$ cat src/rtl/lsu_bus_wb_buf_pkg.sv
// Shared types and constants for the LSU bus writeback buffer and load alignment.
package lsu_bus_wb_buf_pkg;

   localparam int unsigned XLEN               = 64;
   localparam int unsigned ROB_INDEX_WIDTH    = 6;
   localparam int unsigned PHY_REG_ADDR_WIDTH = 6;

   localparam logic [2:0] LD_OP_LB  = 3'b000;
   localparam logic [2:0] LD_OP_LH  = 3'b001;
   localparam logic [2:0] LD_OP_LW  = 3'b010;
   localparam logic [2:0] LD_OP_LD  = 3'b011;
   localparam logic [2:0] LD_OP_LBU = 3'b100;
   localparam logic [2:0] LD_OP_LHU = 3'b101;
   localparam logic [2:0] LD_OP_LWU = 3'b110;

   typedef struct packed {
      logic [ROB_INDEX_WIDTH-1:0]    rob_index;
      logic                          is_load;
      logic [PHY_REG_ADDR_WIDTH-1:0] rd;
      logic [XLEN-1:0]               data;
   } lsu_bus_wb_entry_t;

endpackage

$ cat src/rtl/lsu_load_data_align.sv
// Combinational load data alignment: byte-offset shift then size truncation with sign/zero extension.
module lsu_load_data_align
   import lsu_bus_wb_buf_pkg::*;
(
   input  logic [XLEN-1:0] data_i,
   input  logic [2:0]      offset_i,
   input  logic [2:0]      opcode_i,
   output logic [XLEN-1:0] data_c
);

   logic [XLEN-1:0] shifted;

   always_comb begin
      shifted = data_i >> {offset_i, 3'b000};
      data_c  = '0;
      case (opcode_i)
         LD_OP_LB:  data_c = {{(XLEN-8){shifted[7]}}, shifted[7:0]};
         LD_OP_LH:  data_c = {{(XLEN-16){shifted[15]}}, shifted[15:0]};
         LD_OP_LW:  data_c = {{(XLEN-32){shifted[31]}}, shifted[31:0]};
         LD_OP_LD:  data_c = shifted;
         LD_OP_LBU: data_c = {{(XLEN-8){1'b0}}, shifted[7:0]};
         LD_OP_LHU: data_c = {{(XLEN-16){1'b0}}, shifted[15:0]};
         LD_OP_LWU: data_c = {{(XLEN-32){1'b0}}, shifted[31:0]};
         default:   data_c = '0;
      endcase
   end

endmodule

$ cat src/rtl/lsu_bus_wb_buf.sv
// Buffers uncached/MMIO bus responses and presents them one per cycle to the writeback arbiter.
// Optional same-cycle bypass when empty: define LSU_BUS_WB_BYPASS_EN.
module lsu_bus_wb_buf
   import lsu_bus_wb_buf_pkg::*;
#(
   parameter int unsigned DEPTH = 4
) (
   input  logic                          clk,
   input  logic                          rst,
   input  logic                          flush,
   input  logic                          bus_resp_vld_i,
   output logic                          bus_resp_rdy_o,
   input  logic [ROB_INDEX_WIDTH-1:0]    bus_resp_rob_index_i,
   input  logic                          bus_resp_is_load_i,
   input  logic [PHY_REG_ADDR_WIDTH-1:0] bus_resp_rd_addr_i,
   input  logic [2:0]                    bus_resp_opcode_i,
   input  logic [2:0]                    bus_resp_offset_i,
   input  logic [XLEN-1:0]               bus_resp_data_i,
   output logic                          bus_wb_arb_wb_vld_o,
   output logic [ROB_INDEX_WIDTH-1:0]    bus_wb_arb_wb_rob_index_o,
   output logic                          bus_wb_arb_prf_wb_vld_o,
   output logic [PHY_REG_ADDR_WIDTH-1:0] bus_wb_arb_prf_wb_rd_addr_o,
   output logic [XLEN-1:0]               bus_wb_arb_prf_wb_data_o,
   input  logic                          wb_arb_bus_rdy_i,
   output logic [$clog2(DEPTH):0]        bus_wb_cnt_o
);

   localparam int unsigned PTR_W = $clog2(DEPTH);
   localparam int unsigned CNT_W = PTR_W + 1;

   lsu_bus_wb_entry_t mem_q [DEPTH];
   lsu_bus_wb_entry_t mem_d [DEPTH];
   logic [PTR_W-1:0]  head_q, head_d, tail_q, tail_d;
   logic [CNT_W-1:0]  cnt_q, cnt_d;

   logic [XLEN-1:0]   align_data_c;
   lsu_bus_wb_entry_t in_entry_c, out_entry_c;
   logic              not_empty_c, byp_c, enq_c, deq_c, out_vld_c;

   lsu_load_data_align u_align (
      .data_i   (bus_resp_data_i),
      .offset_i (bus_resp_offset_i),
      .opcode_i (bus_resp_opcode_i),
      .data_c   (align_data_c)
   );

   // Handshake qualification; registered occupancy only, so a dequeue never frees a slot same-cycle
   always_comb begin
      in_entry_c.rob_index = bus_resp_rob_index_i;
      in_entry_c.is_load   = bus_resp_is_load_i;
      in_entry_c.rd        = bus_resp_rd_addr_i;
      in_entry_c.data      = bus_resp_is_load_i ? align_data_c : '0;
      not_empty_c          = (cnt_q != '0);
      bus_resp_rdy_o       = ~rst & (cnt_q < CNT_W'(DEPTH));
`ifdef LSU_BUS_WB_BYPASS_EN
      byp_c = ~not_empty_c & bus_resp_vld_i & ~flush & ~rst;
`else
      byp_c = 1'b0;
`endif
      enq_c = bus_resp_vld_i & bus_resp_rdy_o & ~flush & ~(byp_c & wb_arb_bus_rdy_i);
      deq_c = not_empty_c & wb_arb_bus_rdy_i;
   end

   always_comb begin
      mem_d  = mem_q;
      head_d = head_q;
      tail_d = tail_q;
      cnt_d  = cnt_q + CNT_W'(enq_c) - CNT_W'(deq_c);
      if (enq_c) begin
         mem_d[tail_q] = in_entry_c;
         tail_d        = tail_q + PTR_W'(1);
      end
      if (deq_c) head_d = head_q + PTR_W'(1);
      if (flush) begin
         head_d = '0;
         tail_d = '0;
         cnt_d  = '0;
      end
   end

   always_ff @(posedge clk) begin
      if (rst) begin
         head_q <= '0;
         tail_q <= '0;
         cnt_q  <= '0;
      end else begin
         head_q <= head_d;
         tail_q <= tail_d;
         cnt_q  <= cnt_d;
      end
   end

   // Payload storage needs no reset: it is only observed behind a valid count
   always_ff @(posedge clk) begin
      mem_q <= mem_d;
   end

   always_comb begin
      out_entry_c                 = not_empty_c ? mem_q[head_q] : in_entry_c;
      out_vld_c                   = not_empty_c | byp_c;
      bus_wb_arb_wb_vld_o         = out_vld_c;
      bus_wb_arb_prf_wb_vld_o     = out_vld_c & out_entry_c.is_load;
      bus_wb_arb_wb_rob_index_o   = out_vld_c ? out_entry_c.rob_index : '0;
      bus_wb_arb_prf_wb_rd_addr_o = out_vld_c ? out_entry_c.rd : '0;
      bus_wb_arb_prf_wb_data_o    = out_vld_c ? out_entry_c.data : '0;
      bus_wb_cnt_o                = cnt_q;
   end

endmodule

$ cat config.mk
export PLATFORM = sky130hd
export DESIGN_NAME = lsu_bus_wb_buf
export DESIGN_NICKNAME = d
export VERILOG_FILES = /design/src/rtl/lsu_bus_wb_buf_pkg.sv /design/src/rtl/lsu_load_data_align.sv /design/src/rtl/lsu_bus_wb_buf.sv
export SDC_FILE = /design/constraint.sdc
export NUM_CORES = 1
export LEC_CHECK = 0
export BUFFER_PORTS_ARGS = -buffer_cell sky130_fd_sc_hd__buf_2
export CAP_MARGIN = 30
export CORE_ASPECT_RATIO = 0.7
export CORE_MARGIN = 5
export CORE_UTILIZATION = 35
export CTS_BUF_LIST = sky130_fd_sc_hd__clkbuf_2
export DETAILED_ROUTE_END_ITERATION = 8
export GPL_ROUTABILITY_DRIVEN = 0
export SETUP_SLACK_MARGIN = 0.2
export SYNTH_ARGS = -nofsm -noshare
export SYNTH_HDL_FRONTEND = slang
export SYNTH_HIERARCHICAL = 1
export SYNTH_SLANG_ARGS = --single-unit
$ cat constraint.sdc
create_clock -name clk -period 7.1 [get_ports clk]
set_clock_uncertainty 0.1 [all_clocks]
set_input_delay 0.355 -clock clk [delete_from_list [all_inputs] [get_ports clk]]
set_output_delay 0.355 -clock clk [all_outputs]
set_load 0.03 [all_outputs]
* Word level (Yosys, flattened, before mapping) *
Cells that the tools add are included.
W data, S select, Z words.

cells by class
  bitwise logic cells = 9
  equality and inequality tests = 6
  muxes and demuxes = 12
  magnitude comparators = 4
  reduce and logical (&&, ||, !) cells = 4
  add/sub/neg operators = 4
  shift-type cells = 1

operators by type and width
  cell                   number
  $pmux W64 S7           1
  $bwmux W308            1
  $mux W77               4
  $bmux W77 S2           1
  $demux W77 S2          1
  $mux W64               2
  $shr A64 B6 Y64        1
  $mux W6                2
  $eq A3 B3 Y1 const B   3
  $eq A3 B2 Y1 const B   2
  $ge A3 B3 Y1 const B   2
  $not A2 Y3             2
  $and A1 B1 Y1          5
  $add A2 B1 Y2 const B  2
  $add A3 B1 Y3          1
  $eq A3 B1 Y1 const B   1
  $logic_not A3 Y1       1
  $lt A3 B1 Y1 const B   1
  $lt A3 B3 Y1 const B   1
  $reduce_bool A3 Y1     1
  $sub A3 B1 Y3          1
  $not A1 Y1             2
  $reduce_or A2 Y1       1
  $logic_and A1 B1 Y1    1

word-level totals
  output and inout port bits = 82
  logic and storage cells = 59
  register bits after elaboration = 315
  input port bits = 88

* Longest topological paths before layout *
Gate-level depths: netlist of run 1.

  depth in word-level cells = 6
  mapped depth = 12
  gate-level depth less buffers = 11

* Modules after synthesis *
The synthesis of run 1 kept the hierarchy.

by module, submodules not included
  module               sequential area each (um^2)  instances  area each (um^2)  cells an instance
  lsu_bus_wb_buf       9389.0                       1          12459.4           607
  lsu_load_data_align  0.0                          1          2533.7            289

* Worst setup path before layout of run 1 *
OpenSTA, ideal clock, no wires.

  kind = input-to-reg
  start point = in rst
  end point = reg mem_q[0] (netlist bit), enable pin
  buffers on the path = 1
  stages on the path = 4
  data arrival time = 2844 ps
  library setup time = 444 ps
  slack = 3712 ps
  required time = 6556 ps
  cell sequence = or2_2 clkbuf_1 nor2b_1 and2_1

on the way
  cells in the longest elaborated chain, start to end = 4

ends and longest elaborated chain
  item                        line                  RTL
  from (decl)                 lsu_bus_wb_buf.sv:9   input logic rst,
  $not A1 Y1                  lsu_bus_wb_buf.sv:54  bus_resp_rdy_o = ~rst & (cnt_q < CNT_W'(DEPTH));
  $and A1 B1 Y1               lsu_bus_wb_buf.sv:54
  $and A1 B1 Y1 (2 in a row)  lsu_bus_wb_buf.sv:60  enq_c = bus_resp_vld_i & bus_resp_rdy_o & ~flush & ~(byp_c & wb_arb_bus_rdy_i);
  to (signal assigned)        lsu_bus_wb_buf.sv:95  mem_q <= mem_d;
  to (decl)                   lsu_bus_wb_buf.sv:31  lsu_bus_wb_entry_t mem_q [DEPTH];

No other way between the ends.
A chain may end at the register's enable or synchronous reset.

* Worst setup path after layout of run 1 *
  start point = reg head_q[0]
  end point = out bus_wb_arb_prf_wb_data_o[57]

on the way
  cells in the longest elaborated chain, start to end = 6

ends and longest elaborated chain
  item                                         line                   RTL
  from (decl)                                  lsu_bus_wb_buf.sv:33   logic [PTR_W-1:0] head_q, head_d, tail_q, tail_d;
  from (signal assigned)                       lsu_bus_wb_buf.sv:83   head_q <= '0;
  from (signal assigned)                       lsu_bus_wb_buf.sv:87   head_q <= head_d;
  $not A2 Y3 (not written as such)             lsu_bus_wb_buf.sv:99   out_entry_c = not_empty_c ? mem_q[head_q] : in_entry_c;
  $bmux W77 S2                                 lsu_bus_wb_buf.sv:99
  $mux W77 (not written as such) (2 in a row)  lsu_bus_wb_buf.sv:99
  $mux W77                                     lsu_bus_wb_buf.sv:99
  $mux W64                                     lsu_bus_wb_buf.sv:105  bus_wb_arb_prf_wb_data_o = out_vld_c ? out_entry_c.data : '0;
  to (decl)                                    lsu_bus_wb_buf.sv:23   output logic [XLEN-1:0] bus_wb_arb_prf_wb_data_o,

No other way between the ends. The select of a mux whose other input is x is not followed.

==> results.yml, run 1 <==
run_status:
  status: "finished, final reports clean"
worst_setup_path:
  start_kind: "register"
  path_class: "reg -> out"
  rr_endpoint: "bus_wb_cnt_o[1]"
  cp-end-kind: "output port"
  rr_worst_depth: 10
  critPathArrivalTime_ns: 3.21
  cp_max_fo: 34
  reg2reg_setup_slack_ns: 4.15
  reg2reg_from: "bus_wb_cnt_o[2]"
  cp.required_ns: 6.64
synthesis:
  synth_cells: 896
  yosysTopAreaCell: "edfxtp_1"
  syn_area_per_cell_sq_um: 16.7
  syn-num-nets: 991
  synth.most_common_cell: "edfxtp_1"
  yosysSeqAreaShare_pct: 62.6
  synth_ff_type: "edfxtp_1"
  async_flop_share_pct: 0
  synth_edf_count: 308
  synth.top_cell.area_share_pct: 61.7
  yosys_register_bits: 315
  yosys-top-cells-count: "edfxtp_1, and2_1, mux4_2"
  syn-cell-area_sq_um: 15000
  synth_area_leaders: "edfxtp_1, mux4_2, and2_1, mux2i_1, nand4_1"
  ys_warn_count: 6
  ys_types: 47
power:
  p_comb_share_pct: 11.8
  pwr-share-clk_pct: 31.9
  leakagePower_nw: 6.42
  p_int_mw: 2.70
  pwr-share-seq_pct: 56.3
  power_switching_mw: 0.981
  switching_share_pct: 26.6
  fin_total_pwr_mw: 3.68
  vdd_ir_drop_max_mv: 0.0922
  power.density_nw_per_um2: 211
cts:
  post_cts_buffers: 0
  cts_max_level: 3
  cts_root_buf: "clkbuf_2"
  clockBufferDepth: 3
  insertion_delay_ns: 0.89
  cts.sinks: 315
  post_cts_resized: 0
  cts_buffers: 75
  cts_tree: "yes"
  ctsHoldBuffers: 43
  clk_pin_slew_ns: 0.11
sta:
  fin_crit_ns: 3.67
  finalSetupViolCount: 0
  setup_tns_ns: 0
  drv_slew: 0
  rsz0062_at_grt: "no"
  fin_crit_sh_pct: 51.7
  fmax_mhz: 273
  worst_slew_pin_slew_ns: 0.963
  hold_viol_final: 0
  slew_headroom_pct: 35.7
min_path:
  holdPathStages: 2
  hold_path_class: "in -> reg"
  holdPathEnd: "mem_q[228]"
  worst_hold_startpoint: "bus_resp_rob_index_i[3]"
floorplan:
  ios: 170
  die_y_um: 183
  dieArea_sq_um: 47100
  die_w_um: 257
  core_sq_um: 42300
  num_rows: 63
  initial_core_util_pct: 35.4
drt:
  ant_nets: 0
  drc: 0
  first_pass_iters: 5
  drt_iter0_markers: 689
  wirelength_mm: 39.3
  wire_per_inst_um: 22.5
  vias: 9115
  vias_per_cell: 5.23
place:
  dp_hpwl_mm: 25.3
  portBuffers: 169
global_route:
  grt_overflow: 0
  grt_pass1_vias: 9505
  antenna_found_initial: 4
  grt_pass1_wl_mm: 59.5
  grt_max_degree: 77
  grt_usage_pct: 16.5
layout:
  nNetsFinal: 1224
  drive_above_1_share_pct: 37.7
  area_growth_pct: 16.2
run:
  cap_viol_max_count: 0
==> metrics by stage <==
| step | hold WS (ns) | util [%] | std cells | setup WS (ns) | cell area [sq um] |
|---|---|---|---|---|---|
| 3_5_place_dp | 0.452 | 38.5 | 1561 | 3.74 | 16300 |
| 4_1_cts | 0.00200 | 41.1 | 1739 | 3.19 | 17400 |
| 6_report | 0.145 | 41.2 | 1742 | 3.43 | 17400 |
| 2_1_floorplan | 0.354 | - | 896 | 3.71 | 15000 |
| 3_3_place_gp | 0.443 | 38.2 | 1556 | 3.74 | 16200 |
| 5_1_grt | 0.0297 | 41.2 | 1741 | 3.09 | 17400 |
==> final cells by class <==
class | instances | area [sq um]
fillers | 3941 | 24900
flip-flops and latches | 315 | 9400
multi-input cells | 500 | 5110
repair buffers | 229 | 1510
well taps | 552 | 691
clock buffers | 113 | 566
clock inverters | 22 | 114
inverters | 8 | 30.0
diodes | 3 | 7.51
==> cells by family (layout without fill, tap and decap cells) <==
| group | after synthesis | in the layout | share of synthesized area [%] |
|---|---|---|---|
| flip-flops | 315 | 315 | 62.6 |
| adder cells (fa/ha/maj) | 7 | 7 | 0.634 |
| AO/OA/AOI/OAI | 45 | 45 | 2.13 |
| XOR/XNOR | 4 | 4 | 0.234 |
| buffers and inverters | 81 | 372 | 3.41 |
| other | 0 | 3 | 0 |
| AND/OR/NAND/NOR | 286 | 286 | 11.1 |
| multiplexers | 158 | 158 | 19.9 |
==> flip-flops by register name (all words and copies together), names as in the netlist <==
name / cells
head_q: 2
tail_q: 2
bus_wb_cnt_o: 3
mem_q: 308
==> worst max-delay path, cell delays in order (launching register included) <==
cell	delay [ns]
dfxtp_4	0.62
buf_4	0.65
mux4_2	0.66
and2_1	0.18
buf_2	0.17
==> power by group through the flow <==
stage               clock network, mW  registers (mW)  logic (mW)
floorplan                           0            2.12       0.276
global placement                    0            2.12       0.412
detailed placement                  0            2.12       0.420
CTS                              1.23            2.08       0.440
global route                     1.33            2.08       0.470
finish                           1.17            2.08       0.435
==> worst max-delay path by stage <==
stage,slack [ns],depth (start not counted),start,endpoint
2_1_floorplan,3.71,4,rst,mem_q[0]
6_report,3.43,4,head_q[0],bus_wb_arb_prf_wb_data_o[57]
4_1_cts,3.19,4,head_q[0],bus_wb_arb_prf_wb_data_o[57]
3_5_place_dp,3.74,6,bus_resp_offset_i[0],mem_q[294]
5_1_grt,3.09,4,head_q[0],bus_wb_arb_prf_wb_data_o[57]
3_3_place_gp,3.74,4,head_q[0],bus_wb_arb_prf_wb_data_o[57]
==> metal layers <==
| metal | vias up | global-route usage [%] | wire length (um) |
|---|---|---|---|
| li1 | 4034 | - | - |
| met1 | 4678 | 24.1 | 18100 |
| met2 | 346 | 24.8 | 17800 |
| met3 | 55 | 4.17 | 2610 |
| met4 | 2 | 4.25 | 691 |
| met5 | - | 0 | 20 |
==> cells in the final DEF (no fill, tap or decap), drive strengths merged, types with 23 or more instances in the layout <==
cell | Yosys | layout
nand4 | 35 | 35
clkbuf | 25 | 113
mux2 | 23 | 23
mux4 | 106 | 106
dlygate4sd3 | 0 | 43
mux2i | 29 | 29
buf | 48 | 186
and2 | 149 | 149
edfxtp | 308 | 308
nand2 | 39 | 39
(Power assumes the default switching activity.)
==> run 2: changes to the inputs <==
clock period = 3.25 ns   (was 7.1 ns; I/O delays follow)
==> run 2 against run 1 <==
Clock power is 120% higher; die area stayed put; final cell count grew 6.1%; sequential power rose by 120%; critical path depth grew 5; first-iteration DRC count decreased by 6.0%; worst hold slack better by 0.017 ns; highest routed layer unchanged.
==> results.yml, run 2 (same netlist as run 1, synthesis figures left out) <==
run_status:
  status: "finished, final reports clean"
worst_setup_path:
  cp.required_ns: 3.81
  critPathArrivalTime_ns: 3.47
  reg2reg_from: "bus_wb_cnt_o[2]"
  critPathMaxStageDelay_ns: 0.57
  cp_common_cell: "dlygate4sd3_1"
  start_kind: "primary input"
  cp_max_fo: 39
  cp-end-kind: "register"
  rr_endpoint: "bus_wb_cnt_o[1]"
  critPathBufInv: 5
  reg2reg_setup_slack_ns: 0.47
  rr_worst_depth: 10
  crit_slowest_cell: "dlygate4sd3_1"
  path_class: "in -> reg"
  path_cells: "dlygate4sd3_1 > buf_4 > buf_12 > mux4_2 > dlygate4sd3_1 > mux2i_1 > dlygate4sd3_1 > o21ai_0 > and2_1"
  critical-path-top-delay-family: "buffers and inverters"
sta:
  finalSetupViolCount: 0
  hold_viol_final: 0
  fmax_mhz: 345
  slew_headroom_pct: 43.7
  rsz0062_at_grt: "no"
  worst_slew_pin_slew_ns: 0.842
  setup_tns_ns: 0
  drv_slew: 0
  fin_crit_sh_pct: 89.3
  fin_crit_ns: 2.90
power:
  power_switching_mw: 2.19
  p_int_mw: 5.97
  p_comb_share_pct: 13.4
  fin_total_pwr_mw: 8.16
  pwr-share-seq_pct: 55.6
  pwr-share-clk_pct: 31.1
  leakagePower_nw: 6.94
  switching_share_pct: 26.8
  power.density_nw_per_um2: 439
  vdd_ir_drop_max_mv: 0.179
place:
  portBuffers: 169
  dp_hpwl_mm: 27.0
  postPlaceCellArea_sq_um: 16500
layout:
  drive_above_1_share_pct: 36.5
  nNetsFinal: 1337
  largest_register_ffs: 308
  layout_commonest_cell: "edfxtp_1"
  design_area_sq_um: 18600
  top_register: "mem_q"
  final_cell_mix: "edfxtp_1, buf_2, and2_1"
  utilization_pct: 43.9
  area_growth_pct: 24.0
run:
  cap_viol_max_count: 0
cts:
  insertion_delay_ns: 0.93
  clockBufferDepth: 3
  cts.sinks: 315
  cts_tree: "yes"
  cts_max_level: 3
  cts_buffers: 77
  cts_root_buf: "clkbuf_2"
  clk_pin_slew_ns: 0.10
global_route:
  grt_pass1_wl_mm: 64.0
  grt_max_degree: 57
  grt_pass1_vias: 10300
  grt_usage_pct: 18.0
  antenna_found_initial: 7
  grt_overflow: 0
floorplan:
  dieArea_sq_um: 47100
  num_rows: 63
  ios: 170
  die_w_um: 257
  core_sq_um: 42300
  die_y_um: 183
  initial_core_util_pct: 35.4
drt:
  wirelength_mm: 43.0
  vias: 9695
  ant_nets: 0
  first_pass_iters: 5
  drt_iter0_markers: 648
  wire_per_inst_um: 23.2
  vias_per_cell: 5.24
  drc: 0
min_path:
  hold_path_class: "in -> reg"
  holdPathStages: 5
  worst_hold_startpoint: "bus_resp_vld_i"
  holdPathEnd: "tail_q[0]"
-- run 2: changes by cell type in the layout (fill, tap and decap cells not counted), sizes merged --
| cell | before | now |
|---|---|---|
| dlygate4sd3 | 43 | 129 |
| buf | 186 | 210 |
| clkbuf | 113 | 107 |
| clkinv | 18 | 19 |
| clkinvlp | 1 | 0 |
| diode | 3 | 4 |
| inv | 10 | 11 |
| or3 | 1 | 2 |
-- run 2: metrics by stage --
| step | instances | hold WS [ns] | worst slack (ns) |
|---|---|---|---|
| 2_1_floorplan | 896 | 0.161 | 0.762 |
| 3_3_place_gp | 1577 | 0.283 | 0.441 |
| 3_5_place_dp | 1578 | 0.284 | 0.702 |
| 4_1_cts | 1845 | 0.000134 | 0.211 |
| 5_1_grt | 1848 | 0.0440 | 0.204 |
| 6_report | 1849 | 0.162 | 0.348 |
-- run 2: power groups by stage --
| stage | Clock (mW) | Sequential (mW) | Combinational (mW) |
|---|---|---|---|
| after floorplan | 0 | 4.62 | 0.604 |
| after global placement | 0 | 4.63 | 0.923 |
| after detailed placement | 0 | 4.63 | 0.935 |
| after CTS | 2.64 | 4.53 | 1.09 |
| after global routing | 2.86 | 4.54 | 1.17 |
| final | 2.53 | 4.53 | 1.09 |
-- run 2: what timing repair did --
item / in CTS / in global routing
cloned: 1 / 0
setup endpoints to repair: 65 / 1
endpoints found under the hold margin: 355 / 0
pin swaps: 1 / 0
resized for setup: 3 / 1
hold buffers: 129 / 0
buffers inserted: 7 / 0
-- run 2: layout make-up --
type | count | area (sq um)
Antenna cell | 4 | 10.0
Clock buffer | 107 | 536
Clock inverter | 23 | 118
Fill cell | 3823 | 23700
Inverter | 8 | 30.0
Multi-Input combinational cell | 501 | 5120
Sequential cell | 315 | 9400
Tap cell | 552 | 691
Timing Repair Buffer | 339 | 2690
-- run 2: worst reg2reg max path, cell delays in order (launching register included) --
cell	delay [ns]
dfxtp_2	0.40
nor2b_1	0.26
nor2b_2	0.29
inv_1	0.07
ha_1	0.28
inv_1	0.06
ha_1	0.13
inv_1	0.05
fa_1	0.47
nor2_1	0.04
dlygate4sd3_1	0.54
-- run 2: layer usage --
layer / routed length, um / vias to the layer above / global-route usage [%]
met2: 20300 / 406 / 29.2
met3: 3180 / 88 / 4.69
met4: 970 / 4 / 5.23
li1: - / 4255 / -
met5: 25 / - / 0
met1: 18500 / 4942 / 24.3
-- run 2: worst max path at each step --
stage                          from                           end  slack (ns)  cells after the start
2_1_floorplan       bus_wb_cnt_o[2]                      mem_q[0]        0.76                      3
4_1_cts                   head_q[0]  bus_wb_arb_prf_wb_data_o[19]        0.21                      5
3_3_place_gp   bus_resp_offset_i[1]                    mem_q[207]        0.44                      6
3_5_place_dp        bus_wb_cnt_o[2]               bus_wb_cnt_o[2]        0.70                     11
6_report       bus_resp_offset_i[0]                     mem_q[10]        0.35                      9
5_1_grt                   head_q[0]  bus_wb_arb_prf_wb_data_o[19]        0.20                      5
==> run 3: changes to the inputs <==
PLACE_DENSITY = 0.55   (was not set)
==> run 3 against run 2 <==
Die area stayed put; via count is 3.4% lower; routed wire length is 4.1% lower; sequential share of layout area is 0.58 points higher; non-clock buffer count is 24 lower; sequential power hardly changed; register-to-register slack better by 0.14 ns; utilization is 0.51 points lower; global-route usage is 0.47 points lower; worst hold slack worse by 0.025 ns; highest routed layer is now met4.
==> results.yml, run 3 (same netlist as run 1, synthesis figures left out) <==
power:
  switching_share_pct: 26.5
  leakagePower_nw: 6.84
  pwr-share-clk_pct: 31.9
  power_switching_mw: 2.18
  vdd_ir_drop_max_mv: 0.190
  p_comb_share_pct: 12.9
  power.density_nw_per_um2: 447
  p_int_mw: 6.03
  pwr-share-seq_pct: 55.2
sta:
  hold_viol_final: 0
  slew_headroom_pct: 50.6
  fin_crit_ns: 3.01
  worst_slew_pin_slew_ns: 0.740
  rsz0062_at_grt: "yes"
  drv_slew: 0
  finalSetupViolCount: 0
  setup_tns_ns: 0
  fin_crit_sh_pct: 92.7
  fmax_mhz: 332
run:
  cap_viol_max_count: 0
cts:
  cts.sinks: 315
  insertion_delay_ns: 0.87
  cts_root_buf: "clkbuf_2"
  cts_max_level: 3
  cts_tree: "yes"
  cts_buffers: 79
  clockBufferDepth: 3
  clk_pin_slew_ns: 0.09
drt:
  wirelength_mm: 41.2
  drc: 0
  wire_per_inst_um: 22.6
  first_pass_iters: 5
  drt_iter0_markers: 615
  vias_per_cell: 5.13
  ant_nets: 0
  vias: 9367
floorplan:
  die_w_um: 257
  die_y_um: 183
  core_sq_um: 42300
  dieArea_sq_um: 47100
  initial_core_util_pct: 35.4
  num_rows: 63
  ios: 170
global_route:
  grt_overflow: 0
  grt_pass1_wl_mm: 62.8
  grt_max_degree: 59
  grt_pass1_vias: 9913
  grt_usage_pct: 17.5
  antenna_found_initial: 1
layout:
  nNetsFinal: 1314
  design_area_sq_um: 18400
  fillCellCount: 3857
  largest_register_ffs: 308
  top_register: "mem_q"
  area_growth_pct: 22.5
  drive_above_1_share_pct: 35.9
  layout.area.seq_sq_um: 9400
  layout_commonest_cell: "edfxtp_1"
  multi_input_area_sq_um: 5110
  final_cell_mix: "edfxtp_1, buf_2, and2_1"
worst_setup_path:
  start_kind: "primary input"
  critPathArrivalTime_ns: 3.57
  path_class: "in -> reg"
  cp.required_ns: 3.80
  cp_max_fo: 36
  cp-end-kind: "register"
run_status:
  status: "finished, final reports clean"
place:
  dp_hpwl_mm: 26.6
  postPlaceCellArea_sq_um: 16500
  portBuffers: 169
min_path:
  hold_path_class: "in -> reg"
-- run 3: cell type report --
class,instances,area share [%]
Antenna cell,1,0.0136
Clock inverter,28,0.892
Clock buffer,106,2.89
Multi-Input combinational cell,500,27.8
Timing Repair Buffer,315,13.3
Sequential cell,315,51.1
Inverter,8,0.163
Tap cell,552,3.76
-- run 3: metal layers --
metal	share of wire (%)	vias up	global-route usage (%)
met4	1.5	0	4.12
li1	-	4210	-
met2	48	305	27.7
met1	45	4800	24.8
met5	0	-	0
met3	5.8	52	4.38
-- run 3: power groups by stage --
stage / Combinational [mW] / Clock (mW) / Sequential, mW
4_1_cts: 1.07 / 2.74 / 4.53
5_1_grt: 1.14 / 2.94 / 4.54
3_3_place_gp: 0.929 / 0 / 4.62
6_report: 1.06 / 2.62 / 4.53
2_1_floorplan: 0.604 / 0 / 4.62
3_5_place_dp: 0.939 / 0 / 4.62
-- run 3: final timing paths --
path	startpoint	endpoint	slack, ns	depth (start not counted)
worst max-delay path	bus_resp_offset_i[0]	mem_q[255]	0.24	10
worst max register to register	bus_wb_cnt_o[2]	bus_wb_cnt_o[2]	0.61	11
worst min-delay path	bus_resp_data_i[20]	mem_q[81]	0.14	5
worst min register to register	tail_q[1]	tail_q[1]	0.49	2
-- run 3: per-stage QoR --
| step | total power, mW | hold WS [ns] | std cells | worst slack [ns] | util [%] |
|---|---|---|---|---|---|
| after floorplan | 5.23 | 0.161 | 896 | 0.762 | - |
| after global placement | 5.55 | 0.281 | 1571 | 0.467 | 38.8 |
| after detailed placement | 5.56 | 0.283 | 1572 | 0.664 | 38.9 |
| after CTS | 8.33 | 0.00227 | 1824 | 0.202 | 43.4 |
| after global routing | 8.62 | 0.0308 | 1825 | 0.154 | 43.4 |
| final | 8.21 | 0.137 | 1825 | 0.238 | 43.4 |
-- run 3: worst max-delay path, cell delays in order --
cell           delay [ns]
dlygate4sd3_1        0.54
buf_6                0.32
buf_12               0.24
mux4_2               0.52
dlygate4sd3_1        0.57
nor2b_1              0.13
dlygate4sd3_1        0.58
o21ai_1              0.16
nand3_1              0.08
and2_1               0.20
-- run 3: timing repair --
item	CTS	global route
endpoints found under the setup margin	60	13
gates resized for setup	1	2
hold buffers	117	0
setup buffers	1	0
endpoints found under the hold margin	405	0
